$ cat src/rtl/jk_count_driver.sv
// Excitation controller for a bank of external JK flip-flops that together
// form a mod-MOD up/down counter with load, hold and post-reset clear.
//
// Ports:
//   clk, rst          clock shared with the FF bank; sync active-high reset
//   start, stop       pulses moving IDLE->RUN and RUN->IDLE (stop wins)
//   en, up            step enable in RUN and count direction (1 = up)
//   load, load_val    load load_val into the bank this cycle (top priority)
//   q                 feedback from the FF bank Q outputs
//   j, k              J/K excitation driven to the FF bank
//   tc                a wrapping step is being driven this cycle
//   running           controller is in RUN
//   err               sticky: bank disagreed with expectation or bad load
module jk_count_driver #(
    parameter int WIDTH = 4,
    parameter int MOD   = 10
) (
    input  logic             clk,
    input  logic             rst,
    input  logic             start,
    input  logic             stop,
    input  logic             en,
    input  logic             up,
    input  logic             load,
    input  logic [WIDTH-1:0] load_val,
    input  logic [WIDTH-1:0] q,
    output logic [WIDTH-1:0] j,
    output logic [WIDTH-1:0] k,
    output logic             tc,
    output logic             running,
    output logic             err
);

    localparam logic [1:0] S_CLEAR = 2'd0;
    localparam logic [1:0] S_IDLE  = 2'd1;
    localparam logic [1:0] S_RUN   = 2'd2;

    // One extra bit so MOD == 2**WIDTH is representable.
    localparam logic [WIDTH:0]   MOD_W = (WIDTH+1)'(MOD);
    localparam logic [WIDTH-1:0] TOP   = WIDTH'(MOD - 1);

    logic [1:0]       state_q, state_d;
    logic [WIDTH-1:0] exp_q, exp_d;
    logic             err_q, err_d;

    logic [WIDTH-1:0] nxt;
    logic [WIDTH-1:0] nxt_up;
    logic [WIDTH-1:0] nxt_dn;
    logic             q_ovr;
    logic             lv_bad;
    logic             step_go;
    logic             q_zero;
    logic             q_top;

    // Candidate targets; an out-of-range q is folded back into range
    // so nothing outside 0..MOD-1 is ever driven.
    always_comb begin
        q_ovr   = {1'b0, q} >= MOD_W;
        lv_bad  = {1'b0, load_val} >= MOD_W;
        q_zero  = (q == '0);
        q_top   = (q == TOP);
        step_go = (state_q == S_RUN) && en && !load;
        nxt_up  = (q_top || q_ovr) ? '0 : q + WIDTH'(1);
        nxt_dn  = (q_zero || q_ovr) ? TOP : q - WIDTH'(1);
    end

    always_comb begin
        state_d = state_q;
        exp_d   = exp_q;
        err_d   = err_q;
        nxt     = q;
        j       = '0;
        k       = '0;
        tc      = 1'b0;

        if (rst) begin
            // Reset aborts whatever was in flight and starts the clear.
            j = '0;
            k = '1;
        end else begin
            unique case (state_q)
                S_CLEAR: begin
                    j       = '0;
                    k       = '1;
                    exp_d   = '0;
                    state_d = S_IDLE;
                end
                S_IDLE, S_RUN: begin
                    if (q != exp_q) begin
                        err_d = 1'b1;
                    end

                    if (load) begin
                        // Set/clear form: the result is independent of q.
                        nxt = lv_bad ? '0 : load_val;
                        if (lv_bad) begin
                            err_d = 1'b1;
                        end
                        j = nxt;
                        k = ~nxt;
                    end else if (step_go) begin
                        nxt = up ? nxt_up : nxt_dn;
                        j   = q ^ nxt;
                        k   = q ^ nxt;
                        tc  = up ? q_top : q_zero;
                    end else begin
                        nxt = q;
                    end

                    exp_d = nxt;

                    if (stop) begin
                        state_d = S_IDLE;
                    end else if (start && state_q == S_IDLE) begin
                        state_d = S_RUN;
                    end
                end
                default: begin
                    j       = '0;
                    k       = '1;
                    exp_d   = '0;
                    state_d = S_CLEAR;
                end
            endcase
        end
    end

    always_ff @(posedge clk) begin
        if (rst) begin
            state_q <= S_CLEAR;
            exp_q   <= '0;
            err_q   <= 1'b0;
        end else begin
            state_q <= state_d;
            exp_q   <= exp_d;
            err_q   <= err_d;
        end
    end

    assign running = (state_q == S_RUN);
    assign err     = err_q;

endmodule
$ cat config.mk
export PLATFORM = sky130hd
export DESIGN_NAME = jk_count_driver
export DESIGN_NICKNAME = d
export VERILOG_FILES = /design/src/rtl/jk_count_driver.sv
export SDC_FILE = /design/constraint.sdc
export NUM_CORES = 1
export LEC_CHECK = 0
export ABC_AREA = 1
export CORE_MARGIN = 4
export CORE_UTILIZATION = 50
export CTS_BUF_LIST = sky130_fd_sc_hd__clkbuf_2
export CTS_CLUSTER_DIAMETER = 120
export CTS_CLUSTER_SIZE = 16
export DETAILED_ROUTE_END_ITERATION = 10
export PLACE_DENSITY = 0.86
export SETUP_SLACK_MARGIN = 0.15
export SLEW_MARGIN = 20
export SYNTH_ARGS = -nofsm -noshare
export SYNTH_HDL_FRONTEND = slang
export SYNTH_SLANG_ARGS = --single-unit
$ cat constraint.sdc
create_clock -name clk -period 5.1 [get_ports clk]
set_input_delay 1.53 -clock clk [delete_from_list [all_inputs] [get_ports clk]]
set_output_delay 1.53 -clock clk [all_outputs]
set_load 0.02 [all_outputs]
==> metrics.yaml, run 1 <==
floorplanning:
  die_w_um: 50.7
  dieArea_sq_mm: 0.00257
  die_h_um: 50.7
  ios: 26
  fp-row-count: 15
  start_util: 0.527
  core_area_sq_mm: 0.00173
power:
  power_mw: 0.199
  leakage_nw: 0.651
  p_switching_mw: 0.0766
  power.density_mw_per_mm2: 155
  internal_power_mw: 0.122
  clkPwrFrac: 0.210
  peakVddDrop_uv: 83.5
  comb_power_share: 0.477
  power_frac_seq: 0.313
  netSwitchingFraction: 0.386
setup_path:
  worstPathArrival_ps: 3250
  cpMaxStageDelayCell: "clkdlybuf4s50_1"
  reg2reg_from: "state_q[0]"
  end_kind: "output port"
  crit_top_cell: "nand3_2"
  worst-r2r-cell-count: 8
  cp_top_family: "buffers and inverters"
  reg2reg_to: "exp_q[3]"
  cp_data_required_time_ps: 3570
  crit_fanout: 3
  r2r_setup_slack_ps: 3430
  cp_cell_sequence: "clkdlybuf4s50_1 -> inv_1 -> ha_1 -> nand3_2 -> nand3_2 -> o21ai_1 -> nand2_1 -> nand2_1 -> nand3_2 -> a21oi_2 -> clkbuf_2"
  cp-start-kind: "input port"
  path_buf_inv: 3
  slowest_delay_ps: 500
  worstSetupPathType: "in -> out"
worst_hold_path:
  min_path_cells: 2
  hp-class: "reg -> reg"
  min-delay-start: "err"
  worstHoldEndpoint: "err"
placement:
  placed_cells: 210
  post-place-ws_ps: -150
  placed_area_sq_mm: 0.00129
  hpwl_mm: 2.16
  gp_congestion: 0.844
  port_buffers: 25
sta:
  setup_violations: 0
  final_max_slew_viol_count: 0
  tns_ps: 0
  period_minus_slack_ps: 4780
  relSlewSlack: 0.792
  final_hold_viol_count: 0
  rsz0062_at_grt: "false"
  worst_slack_ps: 318
  fin_skew_ps: 6.23
  hold_slack_ps: 479
  max_clock_freq_mhz: 209
  worstMarginPinSlew_ps: 312
  post-route-period-util: 0.938
synthesis:
  netlist.area_leader.share: 0.154
  yosysWarnings: 0
  syn_avg_cell_area_sq_um: 6.23
  synth_fp_nets: 170
  yosysTopAreaCell: "dfxtp_1"
  netlist_area_sq_um: 910
  synth.distinct_cells: 25
  ys_seq_area_frac: 0.154
  synth.area.top_cells: "dfxtp_1 (15%), nand2_1 (15%), ha_1 (12%)"
  synthCells: 146
  ys_seq_elements: 7
layout:
  stdcell_area_sq_mm: 0.00128
  finish.net_count: 214
  multi_input_area_sq_um: 671
  antenna_cells: 0
  stdcell_count: 214
  final_cell_mix: "nand2_1 (36), inv_1 (17), buf_4 (17)"
  synthToLayoutAreaGrowth_pct: 41.1
  mostFrequentLayoutCell: "nand2_1"
  seq_area_sq_um: 140
  postLayoutCoreUtil: 0.743
  drive_gt1_frac: 0.254
  fillers: 160
clock_tree:
  clockBufferDepth: 2
  ctsHoldBuffers: 0
  cts_tree: "yes"
  clkLatencyLatePin_ps: 230
  htree_levels: 1
  cts_sinks: 7
  root_buffer: "clkbuf_2"
  clk_pin_slew_worst_paths_ps: 80
  cts_setup_buffers: 0
  cts_made_buffers: 3
drt:
  routed_wl_mm: 2.54
  ant_nets: 0
  vias_per_cell: 5.20
  dr.pass1.iters: 4
  routed-via-count: 1112
  drt_iter0_drc: 21
  avgRoutedWirePerCell_um: 11.9
  drcViolationCount: 0
grt:
  grt_overflow: 0
  grt_max_degree: 10
  grt_pass1_vias: 1022
  track_usage: 0.210
  antenna_found_initial: 0
  grt_pass1_wl_mm: 4.22
run_status:
  outcome: "completed"
job:
  cap_violations: 0
-- final cells by class --
type                    instances  area share
multi-input cells             115       0.522
repair buffers                 42       0.267
flip-flops and latches          7       0.109
inverters                      21      0.0614
well taps                      25      0.0244
clock buffers                   4      0.0156
-- cells in the mapped netlist, drive strengths merged --
cell type  number
nand3          14
o21ai          11
nand2          42
nor2           12
nand4           2
clkinv          1
o21bai          1
xnor2           2
buf             3
a21oi          16
nor4            1
dfxtp           7
ha              9
a31oi           1
inv            20
xor2            4
-- sequential cells by signal, indices dropped and copies added (netlist names) --
name	flops
err	1
state_q	2
exp_q	4
-- repair_timing --
item | 4_1_cts | 5_1_grt
endpoints found under the hold margin | 0 | 0
gates resized for setup | 12 | 17
endpoints found under the setup margin | 8 | 9
-- power by group through the flow --
stage | Combinational [mW] | Clock [mW] | Sequential (mW)
2_1_floorplan | 0.0528 | 0 | 0.0645
3_3_place_gp | 0.0940 | 0 | 0.0630
3_5_place_dp | 0.0970 | 0 | 0.0636
4_1_cts | 0.0956 | 0.0424 | 0.0622
5_1_grt | 0.105 | 0.0470 | 0.0626
6_report | 0.0947 | 0.0417 | 0.0622
-- metal layers --
layer / vias to the layer above / track usage / share of wire
met5: - / 0 / 0
met4: 0 / 0.0583 / 0.018
met3: 7 / 0.0386 / 0.065
met2: 48 / 0.376 / 0.47
met1: 497 / 0.252 / 0.44
li1: 560 / - / -
-- worst max-delay path by stage --
| stage | start | cells after the start | slack (ps) | endpoint |
|---|---|---|---|---|
| final | q[1] | 11 | 320 | j[3] |
| after global routing | q[0] | 11 | 170 | j[3] |
| after CTS | q[1] | 11 | 110 | j[2] |
| after detailed placement | q[1] | 11 | -150 | j[2] |
| after global placement | q[1] | 11 | -110 | k[0] |
| after floorplan | q[1] | 10 | 920 | j[1] |
-- worst reg2reg max path, delay by kind of cell (launching register included) --
| family | cells | cell delay [ps] |
|---|---|---|
| AO/OA/AOI/OAI | 1 | 160 |
| adder cells (fa/ha/maj) | 1 | 300 |
| buffers and inverters | 4 | 370 |
| flip-flops | 1 | 380 |
| AND/OR/NAND/NOR | 2 | 360 |
-- cell families (layout without fill, tap and decap cells) --
| kind of cell | Yosys count | count (layout) | synth area share |
|---|---|---|---|
| compound gates | 29 | 29 | 0.180 |
| buf+inv | 24 | 67 | 0.117 |
| xor+xnor | 6 | 6 | 0.0578 |
| fa+ha+maj | 9 | 9 | 0.124 |
| flops | 7 | 7 | 0.154 |
| simple gates | 71 | 71 | 0.367 |
(Power assumes the default switching activity.)
==> inputs of run 2 (changes only) <==
--- a/config.mk
+++ b/config.mk
@@ -5,7 +5,7 @@
 export SDC_FILE = /design/constraint.sdc
 export NUM_CORES = 1
 export LEC_CHECK = 0
-export ABC_AREA = 1
+export ABC_AREA = 0
 export CORE_MARGIN = 4
 export CORE_UTILIZATION = 50
 export CTS_BUF_LIST = sky130_fd_sc_hd__clkbuf_2
@@ -13,7 +13,7 @@
 export CTS_CLUSTER_SIZE = 16
 export DETAILED_ROUTE_END_ITERATION = 10
 export PLACE_DENSITY = 0.86
-export SETUP_SLACK_MARGIN = 0.15
+export SETUP_SLACK_MARGIN = 0.2
 export SLEW_MARGIN = 20
 export SYNTH_ARGS = -nofsm -noshare
 export SYNTH_HDL_FRONTEND = slang
==> run 2 against run 1 <==
Effect of this change: clock skew about the same; utilization increased by 4.5 points; critical endpoint is now k[3]; via count increased by 2.8%; global-route usage increased by 3.2 points.
==> metrics.yaml, run 2 <==
clock_tree:
  htree_levels: 1  # unchanged
  cts_sinks: 7  # unchanged
  clockBufferDepth: 2  # unchanged
  clkLatencyLatePin_ps: 240  # was 230 ps
  cts_setup_buffers: 0  # unchanged
  clk_pin_slew_worst_paths_ps: 80  # about the same
  ctsHoldBuffers: 0  # unchanged
  cts_made_buffers: 3  # unchanged
  cts_tree: "yes"  # unchanged
  root_buffer: "clkbuf_2"  # unchanged
floorplanning:
  die_w_um: 51.3  # was 50.7 um
  dieArea_sq_mm: 0.00263  # was 0.00257 sq mm
  ios: 26  # unchanged
  die_h_um: 51.3  # was 50.7 um
  core_area_sq_mm: 0.00175  # was 0.00173 sq mm
  start_util: 0.538  # was 0.527
  fp-row-count: 15  # unchanged
sta:
  period_minus_slack_ps: 4800  # was 4780 ps
  rsz0062_at_grt: "false"  # unchanged
  setup_violations: 0  # unchanged
  final_hold_viol_count: 0  # unchanged
  post-route-period-util: 0.942  # was 0.938
  worstMarginPinSlew_ps: 360  # was 312 ps
  relSlewSlack: 0.754  # was 0.792
  final_max_slew_viol_count: 0  # unchanged
  max_clock_freq_mhz: 208  # was 209 MHz
  fin_skew_ps: 6.11  # was 6.23 ps
drt:
  drcViolationCount: 0  # unchanged
  dr.pass1.iters: 4  # unchanged
  ant_nets: 0  # unchanged
  routed-via-count: 1143  # was 1112
  vias_per_cell: 5.92  # was 5.20
  routed_wl_mm: 3.03  # was 2.54 mm
  drt_iter0_drc: 34  # was 21
  avgRoutedWirePerCell_um: 15.7  # was 11.9 um
layout:
  largest_register_ffs: 4  # unchanged
  final_cell_mix: "buf_4 (24), nand2_1 (15), clkdlybuf4s50_1 (14)"  # was nand2_1 (36), inv_1 (17), buf_4 (17)
  antenna_cells: 0  # unchanged
  mostFrequentLayoutCell: "buf_4"  # was nand2_1
  synthToLayoutAreaGrowth_pct: 46.7  # was 41.1%
  stdcell_count: 193  # was 214
  postLayoutCoreUtil: 0.789  # was 0.743
  drive_gt1_frac: 0.292  # was 0.254
  regMostFlops: "exp_q"  # unchanged
  finish.net_count: 193  # was 214
power:
  peakVddDrop_uv: 81.3  # was 83.5 uV
  comb_power_share: 0.504  # was 0.477
  internal_power_mw: 0.131  # was 0.122 mW
  leakage_nw: 0.579  # was 0.651 nW
  clkPwrFrac: 0.204  # was 0.210
  p_switching_mw: 0.0831  # was 0.0766 mW
  power.density_mw_per_mm2: 156  # was 155 mW/mm^2
  netSwitchingFraction: 0.388  # was 0.386
  power_frac_seq: 0.292  # was 0.313
grt:
  grt_pass1_wl_mm: 4.85  # was 4.22 mm
  grt_overflow: 0  # unchanged
  use_met3: 0.0466  # was 0.0386
  track_usage: 0.242  # was 0.210
  grt_max_degree: 12  # was 10
  gr-usage-met1: 0.271  # was 0.252
  busiest_layer: "met2"  # unchanged
  grt_pass1_vias: 1124  # was 1022
  grt_use_met2: 0.436  # was 0.376
  antenna_found_initial: 0  # unchanged
synthesis:
  yosys.area_share.adder: 0.120  # was 0.124
  yosysTopAreaCell: "dfxtp_1"  # unchanged
  synth.area.top_cells: "dfxtp_1 (15%), ha_1 (12%), nand2_1 (6.0%)"  # was dfxtp_1 (15%), nand2_1 (15%), ha_1 (12%)
  synth_top_family_by_area: "simple AND/OR/NAND/NOR gates"  # unchanged
  synth-xor-area-share: 0.0373  # was 0.0578
  async_reset_ff_frac: 0  # unchanged
  synth_edf_count: 0  # unchanged
  syn_avg_cell_area_sq_um: 7.45  # was 6.23 sq um
  yosysWarnings: 0  # unchanged
  netlist_area_sq_um: 938  # was 910 sq um
  synthSimpleGateAreaFrac: 0.305  # was 0.367
  yosysMostFrequentCell: "nand2_1"  # unchanged
  synth.distinct_cells: 43  # was 25
  muxShareOfSynthArea: 0.0227  # was 0
  ys_seq_elements: 7  # unchanged
  netlist.area_leader.share: 0.149  # was 0.154
  ys_seq_area_frac: 0.149  # was 0.154
  synth_fp_nets: 150  # was 170
  synth_flop_cell: "dfxtp_1"  # unchanged
  synth_common_cells: "nand2_1 (15), a21oi_1 (9), ha_1 (9)"  # was nand2_1 (37), inv_1 (17), a21oi_1 (13)
  synth-compound-area-share: 0.284  # was 0.180
  synthCells: 126  # was 146
placement:
  placed_cells: 189  # was 210
  hpwl_mm: 2.21  # was 2.16 mm
  gp_congestion: 0.897  # was 0.844
  port_buffers: 25  # unchanged
setup_path:
  r2r_setup_slack_ps: 3360  # was 3430 ps
  cp-startpoint: "q[2]"  # was q[1]
  end_kind: "output port"  # unchanged
  reg2reg_from: "state_q[0]"  # unchanged
  worstPathArrival_ps: 3270  # was 3250 ps
  cp_data_required_time_ps: 3570  # about the same
  cp-start-kind: "input port"  # unchanged
  crit_fanout: 9  # was 3
  worstSetupPathType: "in -> out"  # unchanged
worst_hold_path:
  min-delay-start: "err"  # unchanged
  hp-class: "reg -> reg"  # unchanged
job:
  cap_violations: 0  # unchanged
run_status:
  outcome: "completed"  # unchanged
## run 2: cell types whose count changed after synthesis, sizes merged, moves of 4 or more
cell    previous run  this run
inv               20         7
nand3             14         5
nand3b             0         5
nor2              12         6
o21ai             11         5
nand2             42        15
a31oi              1         5
a21oi             16         9
## run 2: area by class of cell
cell class,instances,area [sq um]
fill,121,369
sequential,7,140
clock buffer,4,20.0
tap,25,31.3
inverter,7,26.3
timing repair buffer,46,382
multi-input combinational,104,777
## run 2: power groups by stage
stage,Sequential [mW],Combinational (mW),Clock [mW]
finish,0.0624,0.108,0.0438
global route,0.0628,0.117,0.0462
CTS,0.0625,0.105,0.0428
detailed placement,0.0637,0.102,0
global placement,0.0635,0.0985,0
floorplan,0.0647,0.0552,0
## run 2: worst max-delay path, stage by stage
cell and delay [ps]:
clkdlybuf4s50_1 530, buf_4 240, nor4_4 300, nor2_1 90, o31ai_2 240, nand2_1 80, clkdlybuf4s15_2 260
## run 2: logic make-up after synthesis
family | count (synthesis)
AOI/OAI and AO/OA | 39
muxes | 2
DFF | 7
xor gates and xnor gates | 4
buffers and inverters | 15
and+or+nand+nor | 50
adders and majority gates | 9
## run 2: through the flow
step	power (mW)	setup WS (ps)	hold WS [ps]	TNS, ps	cell area [sq um]
3_5_place_dp	0.166	-328	451	-2210	1330
2_1_floorplan	0.120	376	493	0	938
4_1_cts	0.211	60.9	464	0	1360
3_3_place_gp	0.162	-249	440	-1720	1330
5_1_grt	0.226	201	487	0	1380
6_report	0.214	296	463	0	1380
## run 2: final timing paths
check,end,cells after the start
worst min register to register,err,2
worst max-delay path,k[3],7
worst max register to register,exp_q[3],6
worst min-delay path,err,2
## run 2: repair_timing
action / 4_1_cts / 5_1_grt
pin swaps: 2 / 3
resized for setup: 43 / 12
gates cloned: 0 / 0
setup endpoints to repair: 9 / 5
## run 2: routing by layer
layer | share of wire | routed length (um)
met5 | 0 | 0
met4 | 0.019 | 59
met3 | 0.076 | 230
met2 | 0.50 | 1510
met1 | 0.41 | 1230
